--- config.mk ---
export PLATFORM = sky130hd
export DESIGN_NAME = pipe_ctrl
export DESIGN_NICKNAME = d
export VERILOG_FILES = /design/src/rtl/pipe_ctrl_pkg.sv /design/src/rtl/pipe_ctrl_hazard_detect.sv /design/src/rtl/pipe_ctrl.sv
export SDC_FILE = /design/constraint.sdc
export NUM_CORES = 1
export LEC_CHECK = 0
export BUFFER_PORTS_ARGS = -buffer_cell sky130_fd_sc_hd__buf_2
export CAP_MARGIN = 20
export CORE_MARGIN = 10
export CORE_UTILIZATION = 53
export CTS_BUF_LIST = sky130_fd_sc_hd__clkbuf_4 sky130_fd_sc_hd__clkbuf_8
export DETAILED_ROUTE_END_ITERATION = 12
export PLACE_DENSITY = 0.81
export REMOVE_ABC_BUFFERS = 1
export SLEW_MARGIN = 20
export SYNTH_ARGS = -nofsm -noshare
export SYNTH_HDL_FRONTEND = slang
export SYNTH_SLANG_ARGS = --single-unit
--- constraint.sdc ---
create_clock -name clk -period 3.34 [get_ports clk]
set_clock_uncertainty 0.2 [all_clocks]
set_input_delay 0.167 -clock clk [delete_from_list [all_inputs] [get_ports clk]]
set_output_delay 0.167 -clock clk [all_outputs]
set_load 0.02 [all_outputs]
--- src/rtl/pipe_ctrl_pkg.sv ---
`default_nettype none
// ------------------------------------------------------------------
// pipe_ctrl_pkg -- shared encodings for the pipeline sequencer
// Revision: 1.0
// ------------------------------------------------------------------
package pipe_ctrl_pkg;
  typedef logic [1:0] state_t;

  localparam state_t ST_INIT     = 2'd0;
  localparam state_t ST_RUN      = 2'd1;
  localparam state_t ST_MEM_WAIT = 2'd2;

  localparam logic [4:0]  REG_ZERO = 5'd0;
  localparam logic [31:0] NOP      = 32'h0;
endpackage
`default_nettype wire

--- src/rtl/pipe_ctrl_hazard_detect.sv ---
`default_nettype none
// ------------------------------------------------------------------
// hazard_detect -- combinational load-use compare between ID and EX
// Revision: 1.0
// ------------------------------------------------------------------
module hazard_detect
  import pipe_ctrl_pkg::*;
(
  input  logic       ex_mem_read,
  input  logic [4:0] ex_wreg,
  input  logic [4:0] id_rs,
  input  logic [4:0] id_rt,
  input  logic       id_use_rs,
  input  logic       id_use_rt,
  output logic       hazard
);
  logic rs_match;
  logic rt_match;

  always_comb begin
    rs_match = id_use_rs && (id_rs == ex_wreg);
    rt_match = id_use_rt && (id_rt == ex_wreg);
    // $0 is hardwired zero, so a load targeting it creates no dependency
    hazard   = ex_mem_read && (ex_wreg != REG_ZERO) && (rs_match || rt_match);
  end
endmodule
`default_nettype wire

--- src/rtl/pipe_ctrl.sv ---
`default_nettype none
// ------------------------------------------------------------------
// pipe_ctrl -- 5-stage pipeline sequencer: stalls, flushes, purge, counters
// Revision: 1.0
// ------------------------------------------------------------------
module pipe_ctrl
  import pipe_ctrl_pkg::*;
#(
  parameter int INIT_CYC = 4,
  parameter int MEM_TMO  = 255,
  parameter int CNT_W    = 16
) (
  input  logic             clk,
  input  logic             rst,
  input  logic [4:0]       id_rs,
  input  logic [4:0]       id_rt,
  input  logic             id_use_rs,
  input  logic             id_use_rt,
  input  logic             ex_mem_read,
  input  logic [4:0]       ex_wreg,
  input  logic             ex_redirect,
  input  logic             mem_req,
  input  logic             mem_ready,
  output logic             pc_en,
  output logic             pc_redirect,
  output logic             if_id_en,
  output logic             if_id_flush,
  output logic             id_ex_en,
  output logic             id_ex_flush,
  output logic             ex_mem_en,
  output logic             mem_wb_flush,
  output logic             mem_err,
  output logic [CNT_W-1:0] stall_cnt,
  output logic [CNT_W-1:0] flush_cnt
);
  localparam int INIT_W = (INIT_CYC > 1) ? $clog2(INIT_CYC) : 1;

  state_t             state_q,     state_d;
  logic [INIT_W-1:0]  init_ctr_q,  init_ctr_d;
  logic [7:0]         tmo_ctr_q,   tmo_ctr_d;
  logic [CNT_W-1:0]   stall_cnt_q, stall_cnt_d;
  logic [CNT_W-1:0]   flush_cnt_q, flush_cnt_d;

  logic hazard;
  logic run_rules;
  logic mem_stall;
  logic wait_hold;
  logic timeout;
  logic freeze;
  logic redir;
  logic load_use;

  hazard_detect u_hazard_detect (
    .ex_mem_read (ex_mem_read),
    .ex_wreg     (ex_wreg),
    .id_rs       (id_rs),
    .id_rt       (id_rt),
    .id_use_rs   (id_use_rs),
    .id_use_rt   (id_use_rt),
    .hazard      (hazard)
  );

  // Event classification in priority order: memory wait > redirect > load-use
  always_comb begin
    run_rules = (state_q == ST_RUN) || ((state_q == ST_MEM_WAIT) && mem_ready);
    mem_stall = (state_q == ST_RUN) && mem_req && !mem_ready;
    wait_hold = (state_q == ST_MEM_WAIT) && !mem_ready;
    timeout   = wait_hold && (tmo_ctr_q == 8'(MEM_TMO));
    freeze    = mem_stall || wait_hold;
    redir     = run_rules && !mem_stall && ex_redirect;
    load_use  = run_rules && !mem_stall && !ex_redirect && hazard;
  end

  always_ff @(posedge clk or posedge rst) begin
    if (rst) begin
      state_q     <= ST_INIT;
      init_ctr_q  <= '0;
      tmo_ctr_q   <= '0;
      stall_cnt_q <= '0;
      flush_cnt_q <= '0;
    end else begin
      state_q     <= state_d;
      init_ctr_q  <= init_ctr_d;
      tmo_ctr_q   <= tmo_ctr_d;
      stall_cnt_q <= stall_cnt_d;
      flush_cnt_q <= flush_cnt_d;
    end
  end

  always_comb begin
    state_d     = state_q;
    init_ctr_d  = init_ctr_q;
    tmo_ctr_d   = tmo_ctr_q;
    stall_cnt_d = stall_cnt_q;
    flush_cnt_d = flush_cnt_q;
    case (state_q)
      ST_INIT: begin
        if (init_ctr_q == INIT_W'(INIT_CYC - 1)) begin
          state_d    = ST_RUN;
          init_ctr_d = '0;
        end else begin
          init_ctr_d = init_ctr_q + INIT_W'(1);
        end
      end
      ST_RUN: begin
        if (mem_stall) begin
          state_d   = ST_MEM_WAIT;
          tmo_ctr_d = 8'd1;
        end
      end
      ST_MEM_WAIT: begin
        if (mem_ready || timeout) begin
          state_d   = ST_RUN;
          tmo_ctr_d = '0;
        end else begin
          tmo_ctr_d = tmo_ctr_q + 8'd1;
        end
      end
      default: state_d = ST_INIT;
    endcase
    if ((freeze || load_use) && (stall_cnt_q != '1))
      stall_cnt_d = stall_cnt_q + CNT_W'(1);
    if (redir && (flush_cnt_q != '1))
      flush_cnt_d = flush_cnt_q + CNT_W'(1);
  end

  always_comb begin
    pc_en        = 1'b1;
    pc_redirect  = 1'b0;
    if_id_en     = 1'b1;
    if_id_flush  = 1'b0;
    id_ex_en     = 1'b1;
    id_ex_flush  = 1'b0;
    ex_mem_en    = 1'b1;
    mem_wb_flush = 1'b0;
    mem_err      = 1'b0;
    if (rst) begin
      pc_en        = 1'b0;
      if_id_en     = 1'b0;
      id_ex_en     = 1'b0;
      ex_mem_en    = 1'b0;
      if_id_flush  = 1'b1;
      id_ex_flush  = 1'b1;
      mem_wb_flush = 1'b1;
    end else if (state_q == ST_INIT) begin
      pc_en        = 1'b0;
      if_id_flush  = 1'b1;
      id_ex_flush  = 1'b1;
      mem_wb_flush = 1'b1;
    end else if (freeze) begin
      pc_en        = 1'b0;
      if_id_en     = 1'b0;
      id_ex_en     = 1'b0;
      ex_mem_en    = 1'b0;
      mem_wb_flush = 1'b1;
      // Abort: let EX/MEM take the bubble so the stuck access is dropped
      if (timeout) begin
        mem_err     = 1'b1;
        id_ex_flush = 1'b1;
        ex_mem_en   = 1'b1;
      end
    end else if (redir) begin
      pc_redirect = 1'b1;
      if_id_flush = 1'b1;
      id_ex_flush = 1'b1;
    end else if (load_use) begin
      pc_en       = 1'b0;
      if_id_en    = 1'b0;
      id_ex_flush = 1'b1;
    end
  end

  assign stall_cnt = stall_cnt_q;
  assign flush_cnt = flush_cnt_q;
endmodule
`default_nettype wire

==> flow_summary.ini <==
[status]
outcome = finished, final reports clean

[cts]
htreeDepth = 2
cts_buffers = 5
cts_max_path_buffers = 2
cts.repair.resized = 0
tritoncts = built
cts-root-buf = clkbuf_8
clkTransAtPathRegs_ps = 70
clk_latency_ps = 300
cts.sinks = 44

[detailed_routing]
wl_per_cell_um = 15.5
vias = 1995
viasPerCell = 5.54
drt-total-wl_mm = 5.60
drtPass1Iterations = 4
initialDrtViolationCount = 125
antenna_left = 0
drc = 0

[timing]
worst_slew_pin_slew_ps = 706
tns_ps = 0
hold_viol = 0
slew_viol_final = 0
fmax_mhz = 380
period_share_pct = 78.8
setup_viol = 0
rsz0062_at_grt = no
relSlewSlack_pct = 52.6
period_minus_slack_ps = 2630

[synthesis]
synthTopCellsByArea = dfrtp_1 46%, xor2_1 8.1%, xnor2_1 6.6%, nand2_1 3.6%, nand3_1 2.9%
synth.top_cell.area_share_pct = 46.3
seq_area_frac_synth_pct = 46.3
synth_flop_cell = dfrtp_1
synth_edf_count = 0
netlist_area_um2 = 2380
ys_types = 40
async_flop_share_pct = 100
synthCells = 235
synth_top_cell_by_area = dfrtp_1
syn_avg_cell_area_um2 = 10.1
ys_ff_latch = 44
yosysWarnings = 0

[global_route]
grt_overflow = 0
antenna_found_initial = 0
grt_pass1_wl_mm = 9.23
grt_pass1_vias = 1964
grt_max_degree = 45
grt_usage_pct = 15.0

[pwr]
peakVddDrop_uv = 428
p_per_area_nw_per_um2 = 611
p_total_mw = 1.76
power.leakage_nw = 1.41

[setup_path]
slowest_stage = dlygate4sd3_1
end_kind = output pin
critical_path.most_common_cell = buf_2
path_max_fanout = 17
crit_required_ps = 2970
cp_cell_sequence = dlygate4sd3_1 -> buf_2 -> nand2b_1 -> a22o_2 -> and4bb_4 -> a21oi_4 -> and2_1 -> buf_2
cp-start-kind = input pin
max_stage_delay_ps = 540
path_class = in -> out
arrival_ps = 2260

[layout]
drive_gt1_share_pct = 27.9
syn_to_final_growth_pct = 21.5
nNetsFinal = 334
fill_cells = 347
diodes = 0

[place]
gp_congestion = 0.843
dp_hpwl_mm = 4.29
port_buffers = 63

[die]
io-pin-count = 64
die_y_um = 87.0
fp.coreArea_um2 = 4350
start_util_pct = 54.6
row_count = 24
die-area_um2 = 7560
die_width_um = 87.0

[worst_hold_path]
min_path_type = in -> reg

[run]
drv_cap = 0
## Yosys cell counts (3+ instances only)
library cell,n
nor4_2,3
a31oi_1,3
xor2_1,22
nand4_1,8
a21oi_1,5
inv_1,6
ha_1,4
nor3_1,10
nand2b_1,4
mux2_2,3
and4_1,3
xnor2_1,18
o21ai_0,9
nor4b_1,5
nand2_1,23
dfrtp_1,44
nor2_1,17
and2_1,4
and3_1,8
nand3_1,14
## sequential cells by signal, indices dropped and copies added, names as in the netlist
name        flops
flush_cnt      16
init_ctr_q      2
state_q         2
stall_cnt      16
tmo_ctr_q       8
## metal layers
metal / global-route usage [%] / vias up / routed length [um]
met5: 0 / - / 0
met4: 4.12 / 0 / 56
met3: 5.34 / 6 / 374
met2: 24.3 / 49 / 2680
met1: 18.2 / 958 / 2490
li1: - / 982 / -
## metrics by stage
| step | cell area (um^2) | hold slack, ps | setup slack [ps] | std cells | utilization [%] |
|---|---|---|---|---|---|
| floorplan | 2360 | 41.6 | 752 | 233 | - |
| global placement | 2760 | 223 | 1010 | 350 | 63.3 |
| detailed placement | 2760 | 232 | 954 | 350 | 63.3 |
| CTS | 2890 | 0.423 | 693 | 360 | 66.3 |
| global route | 2890 | 1.82 | 583 | 360 | 66.3 |
| finish | 2890 | 6.31 | 709 | 360 | 66.3 |
## final cells by class
type	instances	area, um^2	area share [%]
timing repair buffer	67	350	12.1
clock inverter	2	35.0	1.21
multi-input combinational	183	1240	42.8
tap	52	65.1	2.25
clock buffer	6	76.3	2.64
sequential	44	1100	38.1
inverter	6	22.5	0.780
## power by group
group	total, mW	leakage, nW	switching (mW)	internal [mW]
registers	0.755	0.564	0.120	0.635
logic	0.601	0.785	0.356	0.245
clock network	0.408	0.0586	0.178	0.230
total	1.76	1.41	0.654	1.11
## kinds of logic (layout without fill, tap and decap cells)
kind of cell	count (synthesis)	in the layout	synth area share (%)
AOI/OAI and AO/OA	27	27	7.58
xor gates and xnor gates	40	40	14.7
adders and majority gates	4	4	2.11
buffers and inverters	8	81	1.63
DFF	44	44	46.3
muxes	5	5	2.47
and+or+nand+nor	107	107	25.1
## cell usage in the layout (no fill, tap or decap), types with 6 or more instances in the layout
| cell | synthesis | layout |
|---|---|---|
| nand3_1 | 14 | 14 |
| nor3_1 | 10 | 10 |
| inv_1 | 6 | 6 |
| dfrtp_1 | 44 | 44 |
| buf_2 | 1 | 63 |
| o21ai_0 | 9 | 9 |
| nand2_1 | 23 | 23 |
| xnor2_1 | 18 | 18 |
| and3_1 | 8 | 8 |
| nor2_1 | 17 | 17 |
| xor2_1 | 22 | 22 |
| nand4_1 | 8 | 8 |
## what timing repair did
| action | in CTS | in global routing |
|---|---|---|
| hold buffers | 2 | 0 |
| buffers inserted | 0 | 0 |
| hold endpoints to repair | 45 | 0 |
## path summary, 6_finish.rpt
check	cells past startpoint	start	slack [ps]	end
min in group asynchronous	4	rst	460	stall_cnt[3]
hold / removal	3	mem_req	6	state_q[1]
hold reg to reg	1	stall_cnt[14]	290	stall_cnt[14]
max in group asynchronous	4	rst	2110	init_ctr_q[1]
setup reg to reg	7	stall_cnt[3]	990	stall_cnt[11]
setup / recovery	8	mem_ready	710	pc_en
## critical path, delay by kind of cell
family          cells  cell delay (ps)
compound gates      2              650
simple gates        3              580
buf+inv             3              860
Note: power is estimated with default switching activity, not from simulation.
